--- src/rtl/branch_pkg.sv ---
// Shared branch definitions: type codes, counter constants and the
// conditional/unconditional classification used by predict and resolve.
package branch_pkg;

  typedef enum logic [3:0] {
    BT_NONE  = 4'h0,
    BT_BRCC  = 4'h1,
    BT_BRCS  = 4'h2,
    BT_BREQ  = 4'h3,
    BT_BRN   = 4'h4,
    BT_BRNE  = 4'h5,
    BT_CALL  = 4'h6,
    BT_RET   = 4'h7,
    BT_RETID = 4'h8,
    BT_RETIE = 4'h9
  } branch_type_t;

  localparam logic [1:0] CNT_RESET = 2'b01;
  localparam logic [1:0] CNT_MAX   = 2'b11;
  localparam logic [1:0] CNT_MIN   = 2'b00;

  // Branches whose direction is data dependent and therefore trained.
  function automatic logic is_conditional(branch_type_t t);
    case (t)
      BT_BRCC, BT_BRCS, BT_BREQ, BT_BRNE: return 1'b1;
      default:                            return 1'b0;
    endcase
  endfunction

  // Branches that always redirect; codes A-F fall into the default.
  function automatic logic is_unconditional(branch_type_t t);
    case (t)
      BT_BRN, BT_CALL, BT_RET, BT_RETID, BT_RETIE: return 1'b1;
      default:                                     return 1'b0;
    endcase
  endfunction

endpackage

--- src/rtl/sat_counter2.sv ---
// Single 2-bit saturating counter, one table entry of the predictor.
module sat_counter2
  import branch_pkg::*;
(
  input  logic       clk,
  input  logic       rst,
  input  logic       en,
  input  logic       inc,
  input  logic       dec,
  output logic [1:0] cnt
);

  // Count up or down when enabled, clamping at both ends.
  always_ff @(posedge clk or posedge rst) begin
    if (rst) begin
      cnt <= CNT_RESET;
    end else if (en) begin
      if (inc && (cnt != CNT_MAX)) begin
        cnt <= cnt + 2'd1;
      end else if (dec && (cnt != CNT_MIN)) begin
        cnt <= cnt - 2'd1;
      end
    end
  end

endmodule

--- src/rtl/branch_predictor.sv ---
// Bimodal branch predictor with 2-bit counters and hit/miss statistics.
// Optional gshare indexing is enabled with BRANCH_PREDICTOR_GSHARE_EN.
module branch_predictor
  import branch_pkg::*;
#(
  parameter int PC_W   = 10,
  parameter int IDX_W  = 6,
  parameter int STAT_W = 16
) (
  input  logic              CLK,
  input  logic              RST,
  input  logic              STALL,
  input  logic              PRED_VALID,
  input  logic [PC_W-1:0]   PRED_PC,
  input  logic [3:0]        PRED_BRANCH_TYPE,
  output logic              BRANCH_PREDICTED,
  output logic [IDX_W-1:0]  PRED_IDX,
  input  logic              RES_VALID,
  input  logic [3:0]        RES_BRANCH_TYPE,
  input  logic [IDX_W-1:0]  RES_IDX,
  input  logic              RES_TAKEN,
  input  logic              RES_MISS,
  output logic [STAT_W-1:0] PRED_COUNT,
  output logic [STAT_W-1:0] MISS_COUNT
);

  localparam int DEPTH = 1 << IDX_W;

  logic [1:0]       cnt [DEPTH];
  logic             upd;
  logic [IDX_W-1:0] lookup_idx;
  logic             pred_next;
  logic             unused_pc;

  assign unused_pc = ^PRED_PC[PC_W-1:IDX_W];
  assign upd       = RES_VALID && is_conditional(branch_type_t'(RES_BRANCH_TYPE));

  // One counter per table entry; only the entry named by the resolve index moves.
  for (genvar i = 0; i < DEPTH; i++) begin : g_table
    sat_counter2 u_cnt (
      .clk (CLK),
      .rst (RST),
      .en  (upd && (RES_IDX == IDX_W'(i))),
      .inc (RES_TAKEN),
      .dec (!RES_TAKEN),
      .cnt (cnt[i])
    );
  end

`ifdef BRANCH_PREDICTOR_GSHARE_EN
  logic [IDX_W-1:0] ghr;

  // Non-speculative global history, shifted only on conditional resolution.
  always_ff @(posedge CLK or posedge RST) begin
    if (RST) begin
      ghr <= '0;
    end else if (upd) begin
      ghr <= {ghr[IDX_W-2:0], RES_TAKEN};
    end
  end

  assign lookup_idx = PRED_PC[IDX_W-1:0] ^ ghr;
`else
  assign lookup_idx = PRED_PC[IDX_W-1:0];
`endif

  // Prediction from the pre-update table contents (no write bypass).
  always_comb begin
    pred_next = 1'b0;
    if (PRED_VALID) begin
      if (is_conditional(branch_type_t'(PRED_BRANCH_TYPE))) begin
        pred_next = cnt[lookup_idx][1];
      end else if (is_unconditional(branch_type_t'(PRED_BRANCH_TYPE))) begin
        pred_next = 1'b1;
      end
    end
  end

  // Predict-side output register, frozen while the pipe is stalled.
  always_ff @(posedge CLK or posedge RST) begin
    if (RST) begin
      BRANCH_PREDICTED <= 1'b0;
      PRED_IDX         <= '0;
    end else if (!STALL) begin
      BRANCH_PREDICTED <= pred_next;
      PRED_IDX         <= lookup_idx;
    end
  end

  // Saturating debug statistics for resolved conditional branches.
  always_ff @(posedge CLK or posedge RST) begin
    if (RST) begin
      PRED_COUNT <= '0;
      MISS_COUNT <= '0;
    end else if (upd) begin
      if (PRED_COUNT != '1) begin
        PRED_COUNT <= PRED_COUNT + STAT_W'(1);
      end
      if (RES_MISS && (MISS_COUNT != '1)) begin
        MISS_COUNT <= MISS_COUNT + STAT_W'(1);
      end
    end
  end

endmodule

--- config.mk ---
export PLATFORM = sky130hd
export DESIGN_NAME = branch_predictor
export DESIGN_NICKNAME = d
export VERILOG_FILES = /design/src/rtl/branch_pkg.sv /design/src/rtl/sat_counter2.sv /design/src/rtl/branch_predictor.sv
export SDC_FILE = /design/constraint.sdc
export NUM_CORES = 1
export LEC_CHECK = 0
export CORE_MARGIN = 1
export CORE_UTILIZATION = 60
export CTS_BUF_LIST = sky130_fd_sc_hd__clkbuf_4 sky130_fd_sc_hd__clkbuf_8
export DETAILED_ROUTE_END_ITERATION = 10
export MAX_ROUTING_LAYER = met4
export PLACE_DENSITY = 0.81
export SLEW_MARGIN = 20
export SYNTH_ARGS = -nofsm -noshare
export SYNTH_HDL_FRONTEND = slang
export SYNTH_HIERARCHICAL = 1
export SYNTH_SLANG_ARGS = --single-unit
export TNS_END_PERCENT = 50
--- constraint.sdc ---
create_clock -name CLK -period 2.03 [get_ports CLK]
set_input_delay 0.406 -clock CLK [delete_from_list [all_inputs] [get_ports CLK]]
set_output_delay 0.406 -clock CLK [all_outputs]
set_load 0.02 [all_outputs]
==> results.py, run 1 <==
metrics = {
    "status": {
        "status": "finished, final reports clean",
    },
    "clock_network": {
        "cts-root-buf": "clkbuf_8",
        "cts.path.max_buffers": 2,
        "h-tree-depth": 4,
        "cts_tree": "built",
        "numClockSinks": 167,
        "clock_latency_ps": 480,
        "cts_buffers": 17,
        "path_clk_slew_ps": 100,
    },
    "power_and_ir_drop": {
        "power_density_mw_per_mm2": 598.6,
        "p_clk_share_pct": 31.0,
        "switching_share_pct": 31.44,
        "seq_power_share_pct": 51.2,
        "power_w": 0.007602,
        "p_leak_nw": 5.805,
        "vdd.ir_drop.worst_mv": 0.4153,
        "switchingPower_w": 0.002390,
        "p_comb_share_pct": 17.8,
        "p_int_w": 0.005212,
    },
    "critical_path": {
        "cp.arrival_ps": 2410,
        "cp.required_ps": 2410,
        "critical_path_class": "in2reg",
        "end_kind": "register",
        "cp_cell_sequence": "clkdlybuf4s50_1 > nor2b_2 > o21ai_1 > buf_4 > nor3_1 > buf_4 > nand2_2 > nor2_4 > a21oi_1 > a311oi_1",
        "cp_slowest_cell": "clkdlybuf4s50_1",
        "crit_path_max_incr_delay_ps": 450,
        "worstPathMaxFanout": 5,
        "critPathMostFrequentCell": "buf_4",
        "crit_path_start_kind": "primary input",
    },
    "logic_synthesis": {
        "yosysTopAreaCell": "dfrtp_1",
        "synthAdderAreaFrac_pct": 0.2493,
        "synth_seq_area_share_pct": 42.43,
        "synth_area_leaders": "dfrtp_1 26%, dfstp_2 17%, nor2_1 7.9%, o211a_1 6.5%, a21oi_1 6.4%",
        "yosysWarnings": 6,
        "synth_top_area_share_pct": 25.68,
        "synth_xor_area_share_pct": 2.617,
        "netlist_instances": 1073,
        "synth-compound-area-share_pct": 25.45,
        "synth_edf_count": 0,
        "ys_async_sr_fraction_pct": 100.0,
        "synth_nets": 1106,
        "synth.area.mux_share_pct": 5.060,
        "synth_seq_cells": 167,
        "synth-simple-area-share_pct": 20.80,
        "synth_area_sq_mm": 0.01004,
        "synth_ff_type": "dfrtp_1",
        "avgSynthCellArea_sq_um": 9.355,
        "synth_top_family_by_area": "compound AO/OA/AOI/OAI gates",
        "synth_cell_types": 48,
    },
    "layout": {
        "final_cell_mix": "165 x nor2_1, 129 x a21oi_1, 103 x dfrtp_1",
        "area_growth_syn_to_layout_pct": 26.50,
        "layout_commonest_cell": "nor2_1",
        "final_cells": 1483,
        "nNetsFinal": 1287,
        "antenna_cells": 0,
        "layout-drive-gt1-share_pct": 23.76,
    },
    "floorplan": {
        "die_area_sq_mm": 0.01725,
        "die_h_um": 131.3,
        "ios": 70,
        "core_region_area_sq_mm": 0.01612,
        "start_util_pct": 62.29,
        "die_width_um": 131.3,
        "rows": 46,
    },
    "placed_design": {
        "gp_congestion": 0.8455,
        "hpwl_um": 17690,
        "dp.cells": 1446,
        "port_buffers": 65,
    },
    "timing": {
        "maxSlewViolCount": 0,
        "hold_viol": 0,
        "slew_headroom_pct": 13.46,
        "fin_crit_ps": 2029,
        "setup-violations-final": 0,
        "period_share_pct": 99.96,
        "rsz0062_at_grt": "yes",
        "worst_pin_slew_ps": 1298,
        "worst_clock_skew_ps": 12.19,
        "fmax_mhz": 492.8,
    },
    "drt": {
        "viasPerCell": 6.485,
        "drtIter0Drc": 1160,
        "ant_nets": 0,
        "route.detailed.drc": 0,
        "drt-total-wl_um": 26750,
        "via_count": 9617,
        "avgRoutedWirePerCell_um": 18.04,
        "first_pass_iters": 8,
    },
    "global_routing": {
        "grt_util_all_layers_pct": 31.23,
        "grt_pass1_vias": 8398,
        "overflow": 0,
        "grt_pass1_wl_um": 42370,
        "antenna_found_initial": 0,
        "grt_max_degree": 257,
    },
    "run": {
        "drv_cap": 0,
    },
    "worst_hold_path": {
        "hold_path.class": "reg2reg",
    },
}
==> cell usage after synthesis (2+ instances only) <==
| cell | n |
|---|---|
| o211a_1 | 65 |
| nand3_1 | 10 |
| nand4_1 | 12 |
| o221ai_1 | 64 |
| nand2b_1 | 3 |
| nor3b_1 | 2 |
| nor2b_1 | 8 |
| xor2_1 | 14 |
| mux2_2 | 7 |
| nand3b_1 | 3 |
| mux4_1 | 5 |
| a21oi_1 | 129 |
| xnor2_1 | 16 |
| and4_1 | 5 |
| and3_1 | 2 |
| nor2_1 | 211 |
| a311oi_1 | 64 |
| a22oi_1 | 2 |
| mux4_2 | 11 |
| nor3_1 | 4 |
| nand4b_1 | 64 |
| nand2_1 | 93 |
| dfrtp_1 | 103 |
| ha_1 | 2 |
| or2_2 | 2 |
| dfstp_2 | 64 |
| inv_1 | 72 |
| mux2i_1 | 5 |
| o21ai_0 | 3 |
| buf_6 | 2 |
| clkbuf_1 | 8 |
| buf_2 | 2 |
==> per-stage QoR <==
stage | hold WS, ps | instance area (sq um) | setup TNS (ps) | utilization (%) | setup slack [ps]
floorplan | 146.5 | 10040 | -184620 | - | -1635
global placement | 466.2 | 11840 | -60340 | 73.47 | -564.4
detailed placement | 474.4 | 11840 | -64930 | 73.47 | -605.7
CTS | 498.6 | 12310 | -811.4 | 76.36 | -48.17
global route | 525.7 | 12700 | -738.9 | 78.80 | -88.28
finish | 498.1 | 12700 | 0 | 78.80 | 0.8937
==> critical path: cells and delay by family <==
family | cells | cell delay [ps]
buffers and inverters | 3 | 830
AO/OA/AOI/OAI | 3 | 410
AND/OR/NAND/NOR | 4 | 770
==> routing by layer <==
| metal | part of all wire, % | wire, um | track usage, % |
|---|---|---|---|
| met5 | 0 | 0 | - |
| met4 | 1.7 | 448 | 8.204 |
| met3 | 6.4 | 1714 | 5.401 |
| met2 | 48 | 12800 | 47.37 |
| met1 | 44 | 11780 | 43.54 |
==> power by group through the flow <==
stage | logic, W | clock network [W] | registers (W)
after global placement | 0.00126 | 0 | 0.00393
after global routing | 0.00146 | 0.00252 | 0.00394
final | 0.00135 | 0.00236 | 0.00390
after floorplan | 0.000570 | 0 | 0.00401
after CTS | 0.00131 | 0.00238 | 0.00389
after detailed placement | 0.00131 | 0 | 0.00395
==> path summary, 6_finish.rpt <==
kind / start / to / slack, ps / cells after the start
worst min-delay path: PRED_IDX[4] / PRED_IDX[4] / 500 / 2
worst min register to register: PRED_IDX[4] / PRED_IDX[4] / 500 / 2
worst max register to register: MISS_COUNT[1] / MISS_COUNT[3] / 110 / 6
max in group asynchronous: RST / MISS_COUNT[11] / 970 / 4
min in group asynchronous: RST / MISS_COUNT[0] / 520 / 3
worst max-delay path: RES_BRANCH_TYPE[0] / g_table[56].u_cnt/cnt[1] / 0.9 / 10
==> state kept, by name, summed over array words and instances (netlist names) <==
signal	flops
g_table.u_cnt/cnt	128
MISS_COUNT	16
PRED_COUNT	16
PRED_IDX	6
BRANCH_PREDICTED	1
==> cells by family (layout without fill, tap and decap cells) <==
logic type      Yosys count  in the layout
compound gates          336            336
xor+xnor                 30             30
fa+ha+maj                 2              2
buf+inv                  85            279
flops                   167            167
mux                      28             28
simple gates            425            425
==> cell type report <==
type | instances | area (sq um)
Tap cell | 216 | 270.3
Clock buffer | 17 | 234.0
Fill cell | 1055 | 3417
Clock inverter | 15 | 145.1
Timing Repair Buffer | 175 | 1684
Multi-Input combinational cell | 821 | 5832
Sequential cell | 167 | 4259
Inverter | 72 | 274.0
==> what timing repair did <==
action,CTS,global route
setup endpoints to repair,77,126
hold buffers,1,0
hold endpoints to repair,7,0
pin swaps,1,15
setup buffers,0,4
gates resized for setup,29,96
(Power assumes the default switching activity.)
==> inputs of run 2 (changes only) <==
--- a/config.mk
+++ b/config.mk
@@ -6,11 +6,11 @@
 export NUM_CORES = 1
 export LEC_CHECK = 0
 export CORE_MARGIN = 1
-export CORE_UTILIZATION = 60
+export CORE_UTILIZATION = 55
 export CTS_BUF_LIST = sky130_fd_sc_hd__clkbuf_4 sky130_fd_sc_hd__clkbuf_8
 export DETAILED_ROUTE_END_ITERATION = 10
 export MAX_ROUTING_LAYER = met4
-export PLACE_DENSITY = 0.81
+export PLACE_DENSITY = 0.75
 export SLEW_MARGIN = 20
 export SYNTH_ARGS = -nofsm -noshare
 export SYNTH_HDL_FRONTEND = slang
==> run 2 against run 1 <==
Compared with the run above:
- register-to-register slack about the same
- sequential power about the same
- core utilization down 9.8 points
- sequential share of layout area up 0.95 points
- total power about the same
==> results.py, run 2 (same netlist as run 1, synthesis figures left out) <==
metrics = {
    "status": {
        "status": "finished, final reports clean",
    },
    "power_and_ir_drop": {
        "seq_power_share_pct": 51.3,
        "power_density_mw_per_mm2": 615.2,
        "vdd.ir_drop.worst_mv": 0.5371,
        "p_int_w": 0.005307,
        "switchingPower_w": 0.002289,
        "p_comb_share_pct": 16.8,
        "switching_share_pct": 30.14,
        "power_w": 0.007597,
        "p_leak_nw": 5.569,
        "p_clk_share_pct": 31.9,
    },
    "global_routing": {
        "grt_pass1_wl_um": 40250,
        "grt_use_met3_pct": 4.333,
        "grt_max_degree": 141,
        "grt_pass1_vias": 8123,
        "overflow": 0,
        "met2_usage_pct": 42.90,
        "grt_util_all_layers_pct": 28.02,
        "top_usage_layer": "met2",
        "antenna_found_initial": 0,
        "met1_usage_pct": 38.90,
    },
    "drt": {
        "route.detailed.drc": 0,
        "drtIter0Drc": 907,
        "viasPerCell": 6.295,
        "avgRoutedWirePerCell_um": 17.08,
        "ant_nets": 0,
        "first_pass_iters": 8,
        "via_count": 9323,
        "drt-total-wl_um": 25290,
    },
    "placed_design": {
        "port_buffers": 65,
        "gp_congestion": 0.8791,
        "dpl_worst_slack_ps": -651.9,
        "hpwl_um": 17000,
    },
    "clock_network": {
        "path_clk_slew_ps": 90,
        "cts_buffers": 17,
        "postCtsHoldBufs": 0,
        "cts.path.max_buffers": 2,
        "clock_latency_ps": 470,
        "cts_tree": "built",
        "h-tree-depth": 4,
        "numClockSinks": 167,
        "cts-root-buf": "clkbuf_8",
    },
    "critical_path": {
        "cp.arrival_ps": 2360,
        "end_kind": "register",
        "worstPathMaxFanout": 8,
        "critical_path_class": "in2reg",
        "crit_path_start_kind": "primary input",
        "cp.required_ps": 2380,
    },
    "timing": {
        "maxSlewViolCount": 0,
        "worst_pin_slew_ps": 606.1,
        "hold-worst-slack_ps": 29.90,
        "worst_clock_skew_ps": 12.31,
        "worst_slack_ps": 19.32,
        "period_share_pct": 99.05,
        "slew_headroom_pct": 59.59,
        "fin_crit_ps": 2011,
        "setup-violations-final": 0,
        "fin_tns_setup_ps": 0,
        "fmax_mhz": 497.3,
        "rsz0062_at_grt": "yes",
        "hold_viol": 0,
    },
    "floorplan": {
        "start_util_pct": 56.07,
        "ios": 70,
        "rows": 49,
        "die_h_um": 137.1,
        "die_area_sq_mm": 0.01880,
        "core_region_area_sq_mm": 0.01790,
        "die_width_um": 137.1,
    },
    "layout": {
        "layout_commonest_cell": "nor2_1",
        "area_growth_syn_to_layout_pct": 23.01,
        "final_cell_mix": "168 x nor2_1, 129 x a21oi_1, 103 x dfrtp_1",
        "nNetsFinal": 1272,
        "antenna_cells": 0,
        "largest_register_ffs": 128,
        "reg.largest.list": "g_table.u_cnt/cnt (128), MISS_COUNT (16), PRED_COUNT (16)",
        "fin_util_pct": 68.98,
        "layout-drive-gt1-share_pct": 22.60,
        "top_register": "g_table.u_cnt/cnt",
    },
    "run": {
        "drv_cap": 0,
    },
    "worst_hold_path": {
        "hold_path.class": "in2async",
    },
}
-- run 2: cell count changes in the layout (fill, tap and decap cells not counted), sizes merged, moves of 2 or more --
cell / delta
clkdlybuf4s50: +6
clkinv: -2
dlymetal6s2s: -5
buf: -14
-- run 2: final cells by class --
type / count / area, sq um
sequential: 167 / 4259
clock buffer: 18 / 241.5
timing repair buffer: 160 / 1485
clock inverter: 14 / 148.9
tap: 229 / 286.5
multi-input combinational: 821 / 5653
inverter: 72 / 274.0
fill: 1412 / 5554
-- run 2: per-layer routing --
layer | wire length [um] | share of wire, % | vias up
li1 | - | - | 4451
met1 | 11680 | 46 | 4554
met2 | 12010 | 47 | 284
met3 | 1275 | 5.0 | 34
met4 | 331 | 1.3 | 0
met5 | 0 | 0 | -
-- run 2: critical path: stages --
cell and delay [ps]:
clkdlybuf4s50_1 500, buf_12 150, mux4_1 600, a22oi_1 270, a31oi_1 120, a21oi_1 210, o41ai_2 90
-- run 2: timing repair --
action                     in CTS  in global routing
buffers inserted                0                  1
setup endpoints to repair      97                134
gates resized for setup        11                 66
pin swaps                       1                  4
-- run 2: path summary, 6_finish.rpt --
check	depth (start not counted)	slack, ps	end	from
min in group CLK	4	420	g_table[16].u_cnt/cnt[0]	RES_TAKEN
max in group asynchronous	3	1580	g_table[41].u_cnt/cnt[0]	RST
min reg2reg	2	500	PRED_IDX[4]	PRED_IDX[4]
min	3	30	g_table[53].u_cnt/cnt[1]	RST
max reg2reg	7	120	MISS_COUNT[9]	MISS_COUNT[1]
max	7	20	BRANCH_PREDICTED	PRED_PC[1]
-- run 2: through the flow --
step                      std cells  cell area [sq um]
after global routing           1481              12350
after global placement         1448              11720
after floorplan                1073              10040
after detailed placement       1448              11720
final                          1481              12350
after CTS                      1480              12140
-- run 2: power groups by stage --
stage	Clock, W	Sequential, W	Combinational [W]
floorplan	0	0.00401	0.000570
global placement	0	0.00393	0.00122
detailed placement	0	0.00395	0.00126
CTS	0.00248	0.00389	0.00127
global route	0.00262	0.00394	0.00140
finish	0.00242	0.00390	0.00128
